===== src/rtl/fetch_pc_sequencer_if.sv =====
`default_nettype none
`timescale 1ns/1ps
// ============================================================================
// Module      : fetch_pc_sequencer_if
// Description : Instruction-memory request/response bus between the fetch
//               sequencer (master) and the instruction memory (slave).
// Revision    : 1.0 - initial release
// ============================================================================
interface fetch_pc_sequencer_if;
    logic        inst_req_o;
    logic [31:0] inst_addr_o;
    logic        inst_addr_ok_i;
    logic        inst_data_ok_i;
    logic [31:0] inst_rdata_i;

    modport master (
        output inst_req_o,
        output inst_addr_o,
        input  inst_addr_ok_i,
        input  inst_data_ok_i,
        input  inst_rdata_i
    );

    modport slave (
        input  inst_req_o,
        input  inst_addr_o,
        output inst_addr_ok_i,
        output inst_data_ok_i,
        output inst_rdata_i
    );
endinterface
`default_nettype wire


===== src/rtl/fetch_pc_sequencer.sv =====
`default_nettype none
`timescale 1ns/1ps
// ============================================================================
// Module      : fetch_pc_sequencer
// Description : Fetch-stage PC sequencer with one outstanding instruction
//               fetch, redirect handling and a registered beat to decode.
// Revision    : 1.0 - initial release
// ============================================================================
module fetch_pc_sequencer #(
    parameter logic [31:0] RESET_PC = 32'hBFC00000,
    parameter logic [31:0] EXC_VEC  = 32'hBFC00380
) (
    input  wire logic                  clk,
    input  wire logic                  rst,
    input  wire logic                  stall_i,
    input  wire logic                  br_taken_i,
    input  wire logic [31:0]           br_target_i,
    input  wire logic                  exc_i,
    input  wire logic                  eret_i,
    input  wire logic [31:0]           epc_i,
    fetch_pc_sequencer_if.master       mem,
    output logic                       if_valid_o,
    output logic [31:0]                if_pc_o,
    output logic [31:0]                if_inst_o,
    output logic                       if_adel_o
);

    localparam logic [1:0] ST_IDLE = 2'd0;
    localparam logic [1:0] ST_REQ  = 2'd1;
    localparam logic [1:0] ST_WAIT = 2'd2;
    localparam logic [1:0] ST_OUT  = 2'd3;

    logic [1:0]  state_q,    state_d;
    logic [31:0] fetch_pc_q, fetch_pc_d;
    logic        discard_q,  discard_d;
    logic        if_valid_q, if_valid_d;
    logic [31:0] if_pc_q,    if_pc_d;
    logic [31:0] if_inst_q,  if_inst_d;
    logic        if_adel_q,  if_adel_d;

    logic        w_redir;
    logic [31:0] w_redir_pc;
    logic        w_pc_aligned;

    // Exception outranks eret, which outranks a branch.
    always_comb begin
        w_redir    = exc_i | eret_i | br_taken_i;
        w_redir_pc = br_target_i;
        if (exc_i) begin
            w_redir_pc = EXC_VEC;
        end else if (eret_i) begin
            w_redir_pc = epc_i;
        end
    end

    assign w_pc_aligned = (fetch_pc_q[1:0] == 2'b00);

    // State register (asynchronous reset abandons any in-flight fetch).
    always_ff @(posedge clk or posedge rst) begin
        if (rst) begin
            state_q    <= ST_IDLE;
            fetch_pc_q <= RESET_PC;
            discard_q  <= 1'b0;
            if_valid_q <= 1'b0;
            if_pc_q    <= 32'h0;
            if_inst_q  <= 32'h0;
            if_adel_q  <= 1'b0;
        end else begin
            state_q    <= state_d;
            fetch_pc_q <= fetch_pc_d;
            discard_q  <= discard_d;
            if_valid_q <= if_valid_d;
            if_pc_q    <= if_pc_d;
            if_inst_q  <= if_inst_d;
            if_adel_q  <= if_adel_d;
        end
    end

    // Next-state logic.
    always_comb begin
        state_d = state_q;
        case (state_q)
            ST_IDLE: begin
                state_d = ST_REQ;
            end
            ST_REQ: begin
                if (w_pc_aligned) begin
                    if (mem.inst_addr_ok_i) begin
                        state_d = ST_WAIT;
                    end
                end else if (!w_redir) begin
                    state_d = ST_OUT;
                end
            end
            ST_WAIT: begin
                if (mem.inst_data_ok_i) begin
                    state_d = (w_redir || discard_q) ? ST_REQ : ST_OUT;
                end
            end
            ST_OUT: begin
                if (w_redir || !stall_i) begin
                    state_d = ST_REQ;
                end
            end
            default: begin
                state_d = ST_IDLE;
            end
        endcase
    end

    // Datapath and output logic.
    always_comb begin
        fetch_pc_d = fetch_pc_q;
        discard_d  = discard_q;
        if_valid_d = if_valid_q;
        if_pc_d    = if_pc_q;
        if_inst_d  = if_inst_q;
        if_adel_d  = if_adel_q;

        mem.inst_req_o  = (state_q == ST_REQ) && w_pc_aligned;
        mem.inst_addr_o = fetch_pc_q;
        if_valid_o      = if_valid_q;
        if_pc_o         = if_pc_q;
        if_inst_o       = if_inst_q;
        if_adel_o       = if_adel_q;

        case (state_q)
            ST_IDLE: begin
                if (w_redir) begin
                    fetch_pc_d = w_redir_pc;
                end
            end
            ST_REQ: begin
                if (w_redir) begin
                    fetch_pc_d = w_redir_pc;
                    // The accepted request now belongs to a stale PC.
                    if (w_pc_aligned && mem.inst_addr_ok_i) begin
                        discard_d = 1'b1;
                    end
                end else if (!w_pc_aligned) begin
                    if_valid_d = 1'b1;
                    if_pc_d    = fetch_pc_q;
                    if_inst_d  = 32'h0;
                    if_adel_d  = 1'b1;
                end
            end
            ST_WAIT: begin
                if (mem.inst_data_ok_i) begin
                    discard_d = 1'b0;
                    if (w_redir) begin
                        fetch_pc_d = w_redir_pc;
                    end else if (!discard_q) begin
                        if_valid_d = 1'b1;
                        if_pc_d    = fetch_pc_q;
                        if_inst_d  = mem.inst_rdata_i;
                        if_adel_d  = 1'b0;
                    end
                end else if (w_redir) begin
                    fetch_pc_d = w_redir_pc;
                    discard_d  = 1'b1;
                end
            end
            ST_OUT: begin
                if (w_redir) begin
                    if_valid_d = 1'b0;
                    fetch_pc_d = w_redir_pc;
                end else if (!stall_i) begin
                    if_valid_d = 1'b0;
                    fetch_pc_d = fetch_pc_q + 32'd4;
                end
            end
            default: begin
                fetch_pc_d = fetch_pc_q;
            end
        endcase
    end

endmodule
`default_nettype wire

===== src/flat_wrapper.sv =====
// flat-port wrapper written by rule: the top's interface ports become plain ports
module fetch_pc_sequencer_flat 
#(
    parameter logic [31:0] RESET_PC = 32'hBFC00000,
    parameter logic [31:0] EXC_VEC  = 32'hBFC00380
)
  (clk, rst, stall_i, br_taken_i, br_target_i, exc_i, eret_i, epc_i, if_valid_o, if_pc_o, if_inst_o, if_adel_o, mem_inst_req_o, mem_inst_addr_o, mem_inst_addr_ok_i, mem_inst_data_ok_i, mem_inst_rdata_i);
  fetch_pc_sequencer_if mem_i ();
  input  wire logic clk;
  input  wire logic rst;
  input  wire logic stall_i;
  input  wire logic br_taken_i;
  input  wire logic [31:0] br_target_i;
  input  wire logic exc_i;
  input  wire logic eret_i;
  input  wire logic [31:0] epc_i;
  output logic if_valid_o;
  output logic [31:0] if_pc_o;
  output logic [31:0] if_inst_o;
  output logic if_adel_o;
  output wire logic [$bits(mem_i.inst_req_o)-1:0] mem_inst_req_o;
  output wire logic [$bits(mem_i.inst_addr_o)-1:0] mem_inst_addr_o;
  input wire logic [$bits(mem_i.inst_addr_ok_i)-1:0] mem_inst_addr_ok_i;
  input wire logic [$bits(mem_i.inst_data_ok_i)-1:0] mem_inst_data_ok_i;
  input wire logic [$bits(mem_i.inst_rdata_i)-1:0] mem_inst_rdata_i;
  assign mem_inst_req_o = mem_i.inst_req_o;
  assign mem_inst_addr_o = mem_i.inst_addr_o;
  assign mem_i.inst_addr_ok_i = mem_inst_addr_ok_i;
  assign mem_i.inst_data_ok_i = mem_inst_data_ok_i;
  assign mem_i.inst_rdata_i = mem_inst_rdata_i;
  fetch_pc_sequencer #(.RESET_PC(RESET_PC), .EXC_VEC(EXC_VEC)) u_core (.clk(clk), .rst(rst), .stall_i(stall_i), .br_taken_i(br_taken_i), .br_target_i(br_target_i), .exc_i(exc_i), .eret_i(eret_i), .epc_i(epc_i), .mem(mem_i), .if_valid_o(if_valid_o), .if_pc_o(if_pc_o), .if_inst_o(if_inst_o), .if_adel_o(if_adel_o));
endmodule

===== config.mk =====
export PLATFORM = sky130hd
export DESIGN_NAME = fetch_pc_sequencer_flat
export DESIGN_NICKNAME = d
export VERILOG_FILES = /design/src/rtl/fetch_pc_sequencer_if.sv /design/src/rtl/fetch_pc_sequencer.sv /design/src/flat_wrapper.sv
export SDC_FILE = /design/constraint.sdc
export NUM_CORES = 1
export LEC_CHECK = 0
export BUFFER_PORTS_ARGS = -buffer_cell sky130_fd_sc_hd__buf_4
export CELL_PAD_IN_SITES_DETAIL_PLACEMENT = 1
export CELL_PAD_IN_SITES_GLOBAL_PLACEMENT = 2
export CORE_UTILIZATION = 26
export CTS_CLUSTER_DIAMETER = 60
export DETAILED_ROUTE_END_ITERATION = 16
export HOLD_SLACK_MARGIN = 0.06
export PLACE_DENSITY = 0.83
export SKIP_LAST_GASP = 1
export SYNTH_ARGS = -nofsm -noshare
export SYNTH_HDL_FRONTEND = slang
export SYNTH_SLANG_ARGS = --single-unit

===== constraint.sdc =====
create_clock -name clk -period 3.1 [get_ports clk]
set_clock_uncertainty 0.1 [all_clocks]
set_input_delay 0.465 -clock clk [delete_from_list [all_inputs] [get_ports clk]]
set_output_delay 0.465 -clock clk [all_outputs]
set_load 0.05 [all_outputs]

== Word level (Yosys, flattened, before mapping) ==
Cells that the tools add are included.
W data, S select, Z words.

* Div/mod/pow operators: 0
* Equality and inequality tests: 16
* Multiplexer cells: 42
* Multipliers: 0
* Bitwise gates (word level): 2
* Shift operators: 0
* Reductions and logical operators: 15
* Magnitude comparators: 0
* $add $sub $neg: 1

{| class="wikitable"
|+ Operators with widths
! kind !! count
|-
| $mux W32 || 15
|-
| $pmux W32 S2 || 3
|-
| $add A32 B3 Y32 const B || 1
|-
| $mux W1 || 14
|-
| $mux W2 || 6
|-
| $ne A2 B2 Y1 const B || 6
|-
| $pmux W2 S4 || 1
|-
| $reduce_and A4 Y1 || 2
|-
| $reduce_and A7 Y1 || 1
|-
| $ne A2 B1 Y1 const B || 3
|-
| $ne A3 B2 Y1 const B || 2
|-
| $ne A3 B3 Y1 const B || 2
|-
| $reduce_and A6 Y1 || 1
|-
| $eq A2 B2 Y1 const B || 2
|-
| $logic_not A2 Y1 || 2
|-
| $pmux W1 S2 || 2
|-
| $pmux W1 S3 || 1
|-
| $reduce_bool A3 Y1 || 1
|-
| $reduce_or A3 Y1 || 1
|-
| $eq A2 B1 Y1 const B || 1
|-
| $logic_and A1 B1 Y1 || 2
|-
| $logic_or A1 B1 Y1 || 2
|-
| $or A1 B1 Y1 || 2
|-
| $reduce_and A2 Y1 || 1
|-
| 2 further kinds || 2
|}

* Bits in registers: 101
* Latch bits: 0
* Bits of input ports: 104
* Bits in read-only memories: 0
* Word-level logic and storage cells: 83
* Memories: 0
* Bits in writable memories: 0
* Output and inout bits: 99

== Depth between registers and ports, before layout ==
Gate-level depths: netlist (run 1).

* Depth in word-level cells: 6
* Mapped depth: 9
* Mapped depth without buffers: 6

== Worst setup path before layout (run 1) ==
Ideal clock, no wire load.

* Kind: reg2reg
* Start point: register u_core.fetch_pc_q[22] (netlist: u_core.mem.inst_addr_o[22])
* End point: register u_core.fetch_pc_q[28] (netlist: u_core.mem.inst_addr_o[28])
* Period minus slack after synthesis: 2.235 ns
* Required time: 2.937 ns
* Path slack: 0.865 ns
* Buffers on the path: 1
* Arrival time: 2.072 ns
* Library setup time: 0.063 ns
* Stages on the path, launching flop included: 7
* Cell sequence: dfstp_2 -> buf_2 -> and4_1 -> nand2_1 -> or4_1 -> a21oi_1 -> o221a_1

* Longest elaborated chain between the ends: 4

{| class="wikitable"
|+ RTL lines
! what !! RTL line !! text
|-
| from (decl) || fetch_pc_sequencer.sv:34 || <nowiki>logic [31:0] fetch_pc_q, fetch_pc_d;</nowiki>
|-
| from (signal assigned) || fetch_pc_sequencer.sv:70 || <nowiki>fetch_pc_q <= fetch_pc_d;</nowiki>
|-
| $add A32 B3 Y32 || fetch_pc_sequencer.sv:169 || <nowiki>fetch_pc_d = fetch_pc_q + 32'd4;</nowiki>
|-
| $mux W32 || fetch_pc_sequencer.sv:167 || <nowiki>end else if (!stall_i) begin</nowiki>
|-
| $mux W32 || fetch_pc_sequencer.sv:164 || <nowiki>if (w_redir) begin</nowiki>
|-
| $pmux W32 S2 || fetch_pc_sequencer.sv:127 || <nowiki>case (state_q)</nowiki>
|}

Every way passes these cells. The select of a mux whose other input is x is not followed.
A chain may end at the register's enable or synchronous reset.

== Worst setup path in the final report (run 1) ==
* Start point: register u_core.state_q[0]
* End point: register u_core.fetch_pc_q[23] (netlist: u_core.mem.inst_addr_o[23])

* Longest elaborated chain between the ends: 4
* Elaborated cells on any way between the ends: 9
* Those cells by class: 5 x eq/ne; 1 x mux; 3 x reduce/logical

{| class="wikitable"
|+ RTL lines
! what !! RTL line !! text
|-
| from (decl) || fetch_pc_sequencer.sv:33 || <nowiki>logic [1:0] state_q, state_d;</nowiki>
|-
| from (signal assigned) || fetch_pc_sequencer.sv:69 || <nowiki>state_q <= state_d;</nowiki>
|-
| $eq A2 B2 Y1 (tied with other cells) || fetch_pc_sequencer.sv:127 ||
|-
| $reduce_or A3 Y1 (no line) || - ||
|-
| $ne A2 B1 Y1 (no line) || - ||
|-
| $reduce_and A2 Y1 (no line) || - ||
|}

Several ways; a longest one is shown, not always the timed one.

==> results of run 1 <==
==> cell usage after synthesis, types with 5 or more instances <==
library cell	instances	share of area, %
a211oi_1	5	0.74
a21oi_1	22	2.2
a22oi_1	10	1.5
a311oi_1	5	0.87
and4_1	5	0.87
buf_2	12	1.2
clkbuf_1	15	1.1
dfrtp_1	92	46
dfstp_2	9	4.7
ha_1	5	1.2
inv_1	6	0.45
mux2_1	31	6.9
mux2i_1	12	2.4
nand2_1	85	6.3
nand3_1	12	1.2
nand4_1	9	1.1
nor2_1	30	2.2
nor3_1	12	1.2
nor4_1	9	1.1
o21ai_0	17	1.7
o21ai_1	27	2.7
o22ai_1	12	1.5
xnor2_1	8	1.4
==> logic make-up (layout without fill, tap and decap cells) <==
kind of cell,Yosys count,after routing,share of synthesized area (%)
buffers and inverters,37,238,3.20
AOI/OAI and AO/OA,126,126,16.2
DFF,101,101,50.3
and+or+nand+nor,178,178,16.8
muxes,47,47,10.3
adders and majority gates,5,5,1.24
xor gates and xnor gates,11,11,1.91
==> through the flow <==
step / setup slack (ps) / hold WS, ps / instance area, sq um / cells
finish: 612 / 166 / 7140 / 966
detailed placement: 521 / 384 / 6860 / 950
CTS: 598 / 193 / 7140 / 966
global placement: 622 / 368 / 6860 / 950
floorplan: 865 / 397 / 5050 / 505
global route: 404 / 218 / 7140 / 966
==> power breakdown <==
part | switching (uW) | total (uW) | leakage (uW) | internal, uW
sequential | 291 | 2010 | 0.00126 | 1720
clock | 499 | 1090 | 0.000136 | 590
combinational | 2330 | 3390 | 0.00182 | 1060
==> worst register-to-register path, stage by stage (launching register included) <==
cell	delay, ps
dfrtp_1	400
ha_1	310
nor4b_2	470
o21ai_2	190
nor4_1	630
a32o_1	270
nor2_1	50
==> per-layer routing <==
layer,track usage (%),up-vias
met5,0,-
met4,8.64,0
met3,2.43,23
met2,31.1,133
met1,23.2,2360
li1,-,2229
==> layout make-up <==
class | count | area [sq um] | share of cell area, %
Tap cell | 260 | 325 | 4.56
Multi-Input combinational cell | 367 | 2340 | 32.8
Clock buffer | 13 | 260 | 3.64
Timing Repair Buffer | 214 | 1620 | 22.7
Sequential cell | 101 | 2540 | 35.6
Clock inverter | 3 | 21.3 | 0.298
Inverter | 8 | 33.8 | 0.473
==> path summary, 6_finish.rpt <==
path / cells past startpoint / end / slack (ps) / startpoint
max: 6 / u_core.mem.inst_addr_o[23] / 610 / u_core.state_q[0]
max in group asynchronous: 3 / u_core.if_pc_o[11] / 2000 / rst
max reg2reg: 6 / u_core.mem.inst_addr_o[23] / 610 / u_core.state_q[0]
min reg2reg: 2 / u_core.if_inst_o[25] / 390 / u_core.if_inst_o[25]
min in group clk: 3 / u_core.if_inst_o[0] / 260 / mem_inst_rdata_i[0]
min: 2 / u_core.if_inst_o[1] / 170 / rst
==> sequential cells by signal (all words and copies together), names as in the netlist <==
signal	cells
u_core.if_valid_o	1
u_core.discard_q	1
u_core.if_inst_o	32
u_core.state_q	2
u_core.if_pc_o	32
u_core.mem.inst_addr_o	32
u_core.if_adel_o	1
==> run_results.csv, run 1 <==
group,metric,value,unit
status,status,"finished, final reports clean",
global_routing,grt-ovfl-total,0,
floorplan,dieArea,0.0200,sq mm
power,p_total,6480,uW
route,drt_iter0_drc,180,
finish,fin_util,37.9,%
clocking,root_buffer,"clkbuf_16",
setup_path,cp-end-kind,"register",
route,wl_met1,7.82,mm
timing,setup_tns,0,ps
route,top_layer_used,"met4",
floorplan,coreArea,0.0188,sq mm
finish,num-nets-final,810,
finish,antenna_cells,0,
timing,rsz0062_at_grt,"no",
timing,min_period,2490,ps
flow_run,cap_violations,0,
timing,relSlewSlack,44.9,%
synth,synth.avg_cell_area,9.98,sq um
min_path,hp-class,"in -> async",
timing,hold_viol,0,
place,numPortBuffers,202,
clocking,clkTransAtPathRegs,70,ps
finish,final_common_cell,"buf_4",
synth,ys.flop_type,"dfrtp_1",
timing,finalCritPeriodShare,80.3,%
global_routing,grt_max_degree,62,
finish,final_cell_mix,"buf_4 (213), dfrtp_1 (92), nand2_1 (85)",
setup_path,critPathBufInv,0,
setup_path,path_cells,"ha_1 > nor4b_2 > o21ai_2 > nor4_1 > a32o_1 > nor2_1",
route,first_pass_iters,4,
clocking,clock_sinks,101,
floorplan,die_x,141,um
timing,drv_slew,0,
synth,syn-instance-count,505,
synth,yosysSeqAreaShare,50.3,%
power,power_leakage,0.00322,uW
floorplan,io_pins,203,
clocking,cts_max_level,3,
global_routing,antenna_found_initial,0,
timing,worst_pin_slew,825,ps
route,wl_per_cell,18.7,um
place,gp_congestion,0.815,
setup_path,worstSetupPathType,"reg -> reg",
finish,drive_above_1_share,35.3,%
floorplan,initial_core_util,26.8,%
clocking,cts_buffers,9,
setup_path,critPathLaunchType,"register",
clocking,hold_buffers,0,
timing,fmax,0.402,GHz
place,hpwl,14.0,mm
clocking,cts_resized,0,
synth,syn_nets,614,
synth,ys_seq_elements,101,
setup_path,crit_path_max_fanout,7,
clocking,cts_setup_buffers,0,
power,p_per_area,908,mW/mm^2
synth,ys.warnings.count,0,
finish,area_growth,41.6,%
setup_path,critPathMaxStageDelay,630,ps
route,ant_nets,0,
global_routing,grt_usage,18.4,%
global_routing,grt_first_pass_wirelength,28.0,mm
setup_path,crit_arrival,2670,ps
setup_path,required,3280,ps
clocking,clk_latency,350,ps
route,met2_length,9.13,mm
route,drc,0,
route,vias_per_cell,4.91,
synth,postSynth.asyncResetShare,100,%
finish,fillers,2177,
global_routing,grt_pass1_vias,4996,
timing,setup_viol,0,
synth,synth_edf_count,0,
route,routed_wl,18.1,mm
power,ir_drop,0.351,mV
setup_path,path_delay_family,"simple AND/OR/NAND/NOR gates",
route,dr_wl_met3,681,um
setup_path,cpMaxStageDelayCell,"nor4_1",
clocking,clock_path_buffers,2,
floorplan,die_h,141,um
synth,synthDistinctLibCells,59,
route,vias,4745,
floorplan,rows,50,
clocking,cts_tree,"done",
synth,synth_area,0.00504,sq mm
No activity file was read; power rests on OpenSTA's default activity.
==> inputs of run 2 (changes only) <==
clock period = 2.14 ns   (was 3.1 ns; I/O delays follow)
==> run 2 against run 1 <==
Net effect: highest routed layer unchanged; die area did not move; sequential power rose by 42%; largest power group unchanged; hold slack got worse by 59 ps; via count rose by 4.1%.
==> run_results.csv, run 2 (synthesis results as in run 1) <==
group,metric,value,unit
setup_path,crit_arrival,2240,ps
place,hpwl,14.0,mm
floorplan,dieArea,0.0200,sq mm
finish,num-nets-final,851,
clocking,clk_latency,350,ps
timing,hold_viol,0,
floorplan,coreArea,0.0188,sq mm
global_routing,grt_usage,18.9,%
finish,area_growth,50.6,%
power,p_per_area,1300,mW/mm^2
route,routed_wl,18.5,mm
route,drt_iter0_drc,260,
route,wl_per_cell,18.4,um
finish,final_cell_area,0.00759,sq mm
setup_path,critPathBufInv,0,
setup_path,worstSetupPathType,"reg -> reg",
flow_run,cap_violations,0,
global_routing,grt_max_degree,102,
floorplan,die_x,141,um
timing,finalCritPeriodShare,95.4,%
finish,fillers,2143,
clocking,clock_sinks,101,
power,p_int,5270,uW
setup_path,critPathLaunchType,"register",
setup_path,crit_path_max_fanout,7,
route,vias,4940,
power,ir_drop,0.599,mV
global_routing,grt_pass1_vias,5176,
power,power_switching,4620,uW
timing,setup_viol,0,
setup_path,cp-end-kind,"register",
global_routing,antenna_found_initial,0,
power,clockPowerShare,18.0,%
floorplan,io_pins,203,
place,numPortBuffers,202,
finish,final_cell_mix,"buf_4 (251), nand2_1 (84), dfrtp_1 (81)",
finish,final_common_cell,"buf_4",
clocking,cts_max_level,3,
global_routing,grt_first_pass_wirelength,29.0,mm
setup_path,path_delay_family,"simple AND/OR/NAND/NOR gates",
route,ant_nets,0,
timing,worst_pin_slew,641,ps
place,gp_congestion,0.891,
place,detailed_place.area,0.00718,sq mm
timing,fmax,0.490,GHz
timing,layout_setup_ws,98.0,ps
timing,min_period,2040,ps
power,power.share.sequential,28.9,%
floorplan,rows,50,
status,status,"finished, final reports clean",
power,switching_share,46.7,%
route,vias_per_cell,4.91,
power,power_frac_comb,53.1,%
place,pre_cts_ws,67.7,ps
route,drc,0,
global_routing,grt-ovfl-total,0,
min_path,hp-class,"in -> reg",
timing,relSlewSlack,57.1,%
clocking,cts_tree,"done",
clocking,clock_path_buffers,2,
clocking,cts_buffers,9,
setup_path,path_cells,"and3_1 > nand4_4 > or4_1 > a21oi_1 > o221a_1",
clocking,root_buffer,"clkbuf_16",
route,first_pass_iters,4,
finish,drive_above_1_share,41.0,%
floorplan,die_h,141,um
setup_path,cpMaxStageDelayCell,"or4_1",
timing,drv_slew,0,
power,power_leakage,0.00346,uW
setup_path,critPathMaxStageDelay,550,ps
finish,antenna_cells,0,
setup_path,required,2340,ps
clocking,clkTransAtPathRegs,70,ps
floorplan,initial_core_util,26.8,%
## run 2: worst paths after layout
kind                                            from                    endpoint  slack, ps  cells past startpoint
setup / recovery           u_core.mem.inst_addr_o[8]  u_core.mem.inst_addr_o[28]        100                      5
hold / removal                   mem_inst_rdata_i[8]         u_core.if_inst_o[8]        110                      3
setup reg to reg           u_core.mem.inst_addr_o[8]  u_core.mem.inst_addr_o[28]        100                      5
hold reg to reg                 u_core.if_inst_o[28]        u_core.if_inst_o[28]        390                      2
max in group asynchronous                        rst   u_core.mem.inst_addr_o[8]        870                      4
min in group asynchronous                        rst         u_core.if_inst_o[1]        540                      4
## run 2: layout make-up
cell class | count | area (sq um) | share of cell area [%]
clock buffers | 10 | 229 | 3.02
clock inverters | 6 | 87.6 | 1.15
inverters | 8 | 33.8 | 0.445
multi-input cells | 367 | 2400 | 31.6
flip-flops and latches | 101 | 2550 | 33.6
well taps | 260 | 325 | 4.28
repair buffers | 255 | 1970 | 25.9
## run 2: tightest hold or removal path, delay by kind of cell
family                 cells  cell delay [ps]
and+or+nand+nor            1               50
AOI/OAI and AO/OA          1               50
buffers and inverters      1              110
## run 2: metrics by stage
step	util [%]	setup TNS, ps	instances	total power (uW)	hold WS (ps)
floorplan	-	0	505	6300	357
global route	40.3	-3.27	1007	10400	104
CTS	39.9	0	1006	9850	91.6
detailed placement	38.1	0	989	8020	376
finish	40.3	0	1007	9890	107
global placement	38.1	0	989	7880	367
## run 2: repair_timing
action / CTS / global route
endpoints found under the hold margin: 21 / 0
resized for setup: 0 / 11
setup endpoints to repair: 0 / 18
hold buffers: 1 / 0
buffers inserted: 0 / 0
## run 2: routing by layer
layer / global-route usage, % / part of all wire [%] / vias to the layer above
li1: - / - / 2319
met1: 24.7 / 43 / 2452
met2: 31.4 / 50 / 146
met3: 2.33 / 4.9 / 23
met4: 8.18 / 2.2 / 0
met5: 0 / 0 / -
## run 2: power by group through the flow
stage               Clock [uW]  Combinational [uW]  Sequential [uW]
floorplan                    0                1610             4690
global route              1920                5550             2940
finish                    1780                5250             2860
detailed placement           0                5130             2890
global placement             0                5030             2850
CTS                       1840                5150             2860
==> inputs of run 3 (changes only) <==
CORE_MARGIN = 2   (was not set)
==> run 3 against run 2 <==
Net effect: first-iteration DRC count increased by 9.6%; combinational power about the same; setup slack got worse by 52 ps; global-route usage decreased by 0.42 points; critical path type unchanged; sequential cell count unchanged.
==> run_results.csv, run 3 (synthesis results as in run 1) <==
group,metric,value,unit
status,status,"finished, final reports clean",
global_routing,grt_max_degree,86,
clocking,clock_path_buffers,2,
clocking,clock_sinks,101,
place,numPortBuffers,202,
finish,multi_input_area,0.00236,sq mm
route,ant_nets,0,
setup_path,crit_arrival,2280,ps
route,drc,0,
floorplan,dieArea,0.0205,sq mm
setup_path,crit_start,"u_core.mem.inst_addr_o[8]",
place,post-place-cells,986,
clocking,cts_max_level,3,
global_routing,grt-ovfl-total,0,
route,drt_iter0_drc,285,
floorplan,rows,50,
route,wl_per_cell,18.8,um
setup_path,reg2reg_depth,5,
global_routing,antenna_found_initial,0,
setup_path,critPathCapture,"u_core.mem.inst_addr_o[28]",
timing,rsz0062_at_grt,"yes",
finish,final_cell_mix,"buf_4 (252), nand2_1 (85), dfrtp_1 (82)",
flow_run,cap_violations,0,
finish,num-nets-final,853,
finish,fillers,2209,
finish,final_cell_area,0.00757,sq mm
setup_path,cp-end-kind,"register",
finish,seqCellArea,0.00255,sq mm
global_routing,grt_usage,18.5,%
setup_path,worstSetupPathType,"reg -> reg",
route,routed_wl,19.0,mm
clocking,root_buffer,"clkbuf_16",
global_routing,grt_first_pass_wirelength,29.3,mm
route,vias,4957,
setup_path,required,2330,ps
min_path,hp-class,"in -> reg",
timing,setup_viol,0,
floorplan,die_h,143,um
finish,final_common_cell,"buf_4",
floorplan,coreArea,0.0189,sq mm
place,gp_congestion,0.871,
setup_path,crit_path_max_fanout,7,
floorplan,initial_core_util,26.7,%
timing,min_period,2090,ps
power,ir_drop,0.610,mV
route,vias_per_cell,4.91,
timing,hold_viol,0,
timing,drv_slew,0,
power,power_leakage,0.00346,uW
clocking,clk_latency,350,ps
setup_path,r2r-end,"u_core.mem.inst_addr_o[28]",
finish,drive_above_1_share,41.0,%
clocking,cts_tree,"done",
setup_path,critPathLaunchType,"register",
finish,final_cells,1009,
timing,fmax,0.477,GHz
place,hpwl,14.6,mm
global_routing,grt_pass1_vias,5291,
clocking,clkTransAtPathRegs,70,ps
timing,worst_pin_slew,592,ps
finish,antenna_cells,0,
setup_path,timing.rr.start,"u_core.mem.inst_addr_o[8]",
floorplan,die_x,143,um
timing,relSlewSlack,60.5,%
clocking,cts_buffers,9,
place,detailed_place.area,0.00717,sq mm
route,first_pass_iters,5,
finish,fin_util,40.1,%
floorplan,io_pins,203,
setup_path,reg2reg_slack,50,ps
finish,area_growth,50.1,%
power,p_total,9790,uW
power,p_per_area,1290,mW/mm^2
timing,finalCritPeriodShare,97.9,%
## run 3: layout make-up
cell class / count / area share [%]
multi-input combinational: 367 / 31.2
tap: 260 / 4.30
sequential: 101 / 33.7
clock inverter: 5 / 0.793
inverter: 8 / 0.446
clock buffer: 11 / 3.21
timing repair buffer: 257 / 26.3
## run 3: worst min-delay path by stage
stage,from,end,slack [ps],depth (start not counted)
after floorplan,mem_inst_rdata_i[0],u_core.if_inst_o[0],360,2
after global placement,rst,u_core.if_inst_o[8],320,2
after detailed placement,rst,u_core.if_inst_o[8],330,2
final,mem_inst_rdata_i[13],u_core.if_inst_o[13],110,3
after CTS,mem_inst_rdata_i[13],u_core.if_inst_o[13],100,3
after global routing,mem_inst_rdata_i[13],u_core.if_inst_o[13],120,3
## run 3: worst max-delay path: stages, from the launching register on
cell	delay, ps
dfrtp_2	420
and3_1	300
nand4_2	280
or4_1	570
a21oi_1	180
o221a_1	200
## run 3: what timing repair did
action / in CTS / in global routing
buffers inserted: 0 / 5
hold buffers: 1 / 0
cloned: 0 / 1
endpoints found under the hold margin: 22 / 0
endpoints found under the setup margin: 4 / 28
resized for setup: 1 / 7
## run 3: per-layer routing
layer	track usage (%)	routed length [um]	part of all wire [%]
met1	24.7	8310	44
met2	30.0	9220	49
met3	2.38	844	4.4
met4	8.31	631	3.3
met5	0	0	0
## run 3: power breakdown
| group | switching, uW | internal [uW] | leakage [uW] |
|---|---|---|---|
| Clock | 749 | 943 | 0.000146 |
| Combinational | 3500 | 1750 | 0.00206 |
| Sequential | 366 | 2490 | 0.00125 |
| Total | 4610 | 5180 | 0.00346 |
## run 3: through the flow
step	TNS [ps]	hold WS [ps]	worst slack, ps
2_1_floorplan	0	357	0.530
3_3_place_gp	0	319	70.2
3_5_place_dp	-122	329	-65.1
4_1_cts	0	101	25.1
5_1_grt	-30.1	117	-30.1
6_report	0	115	45.6
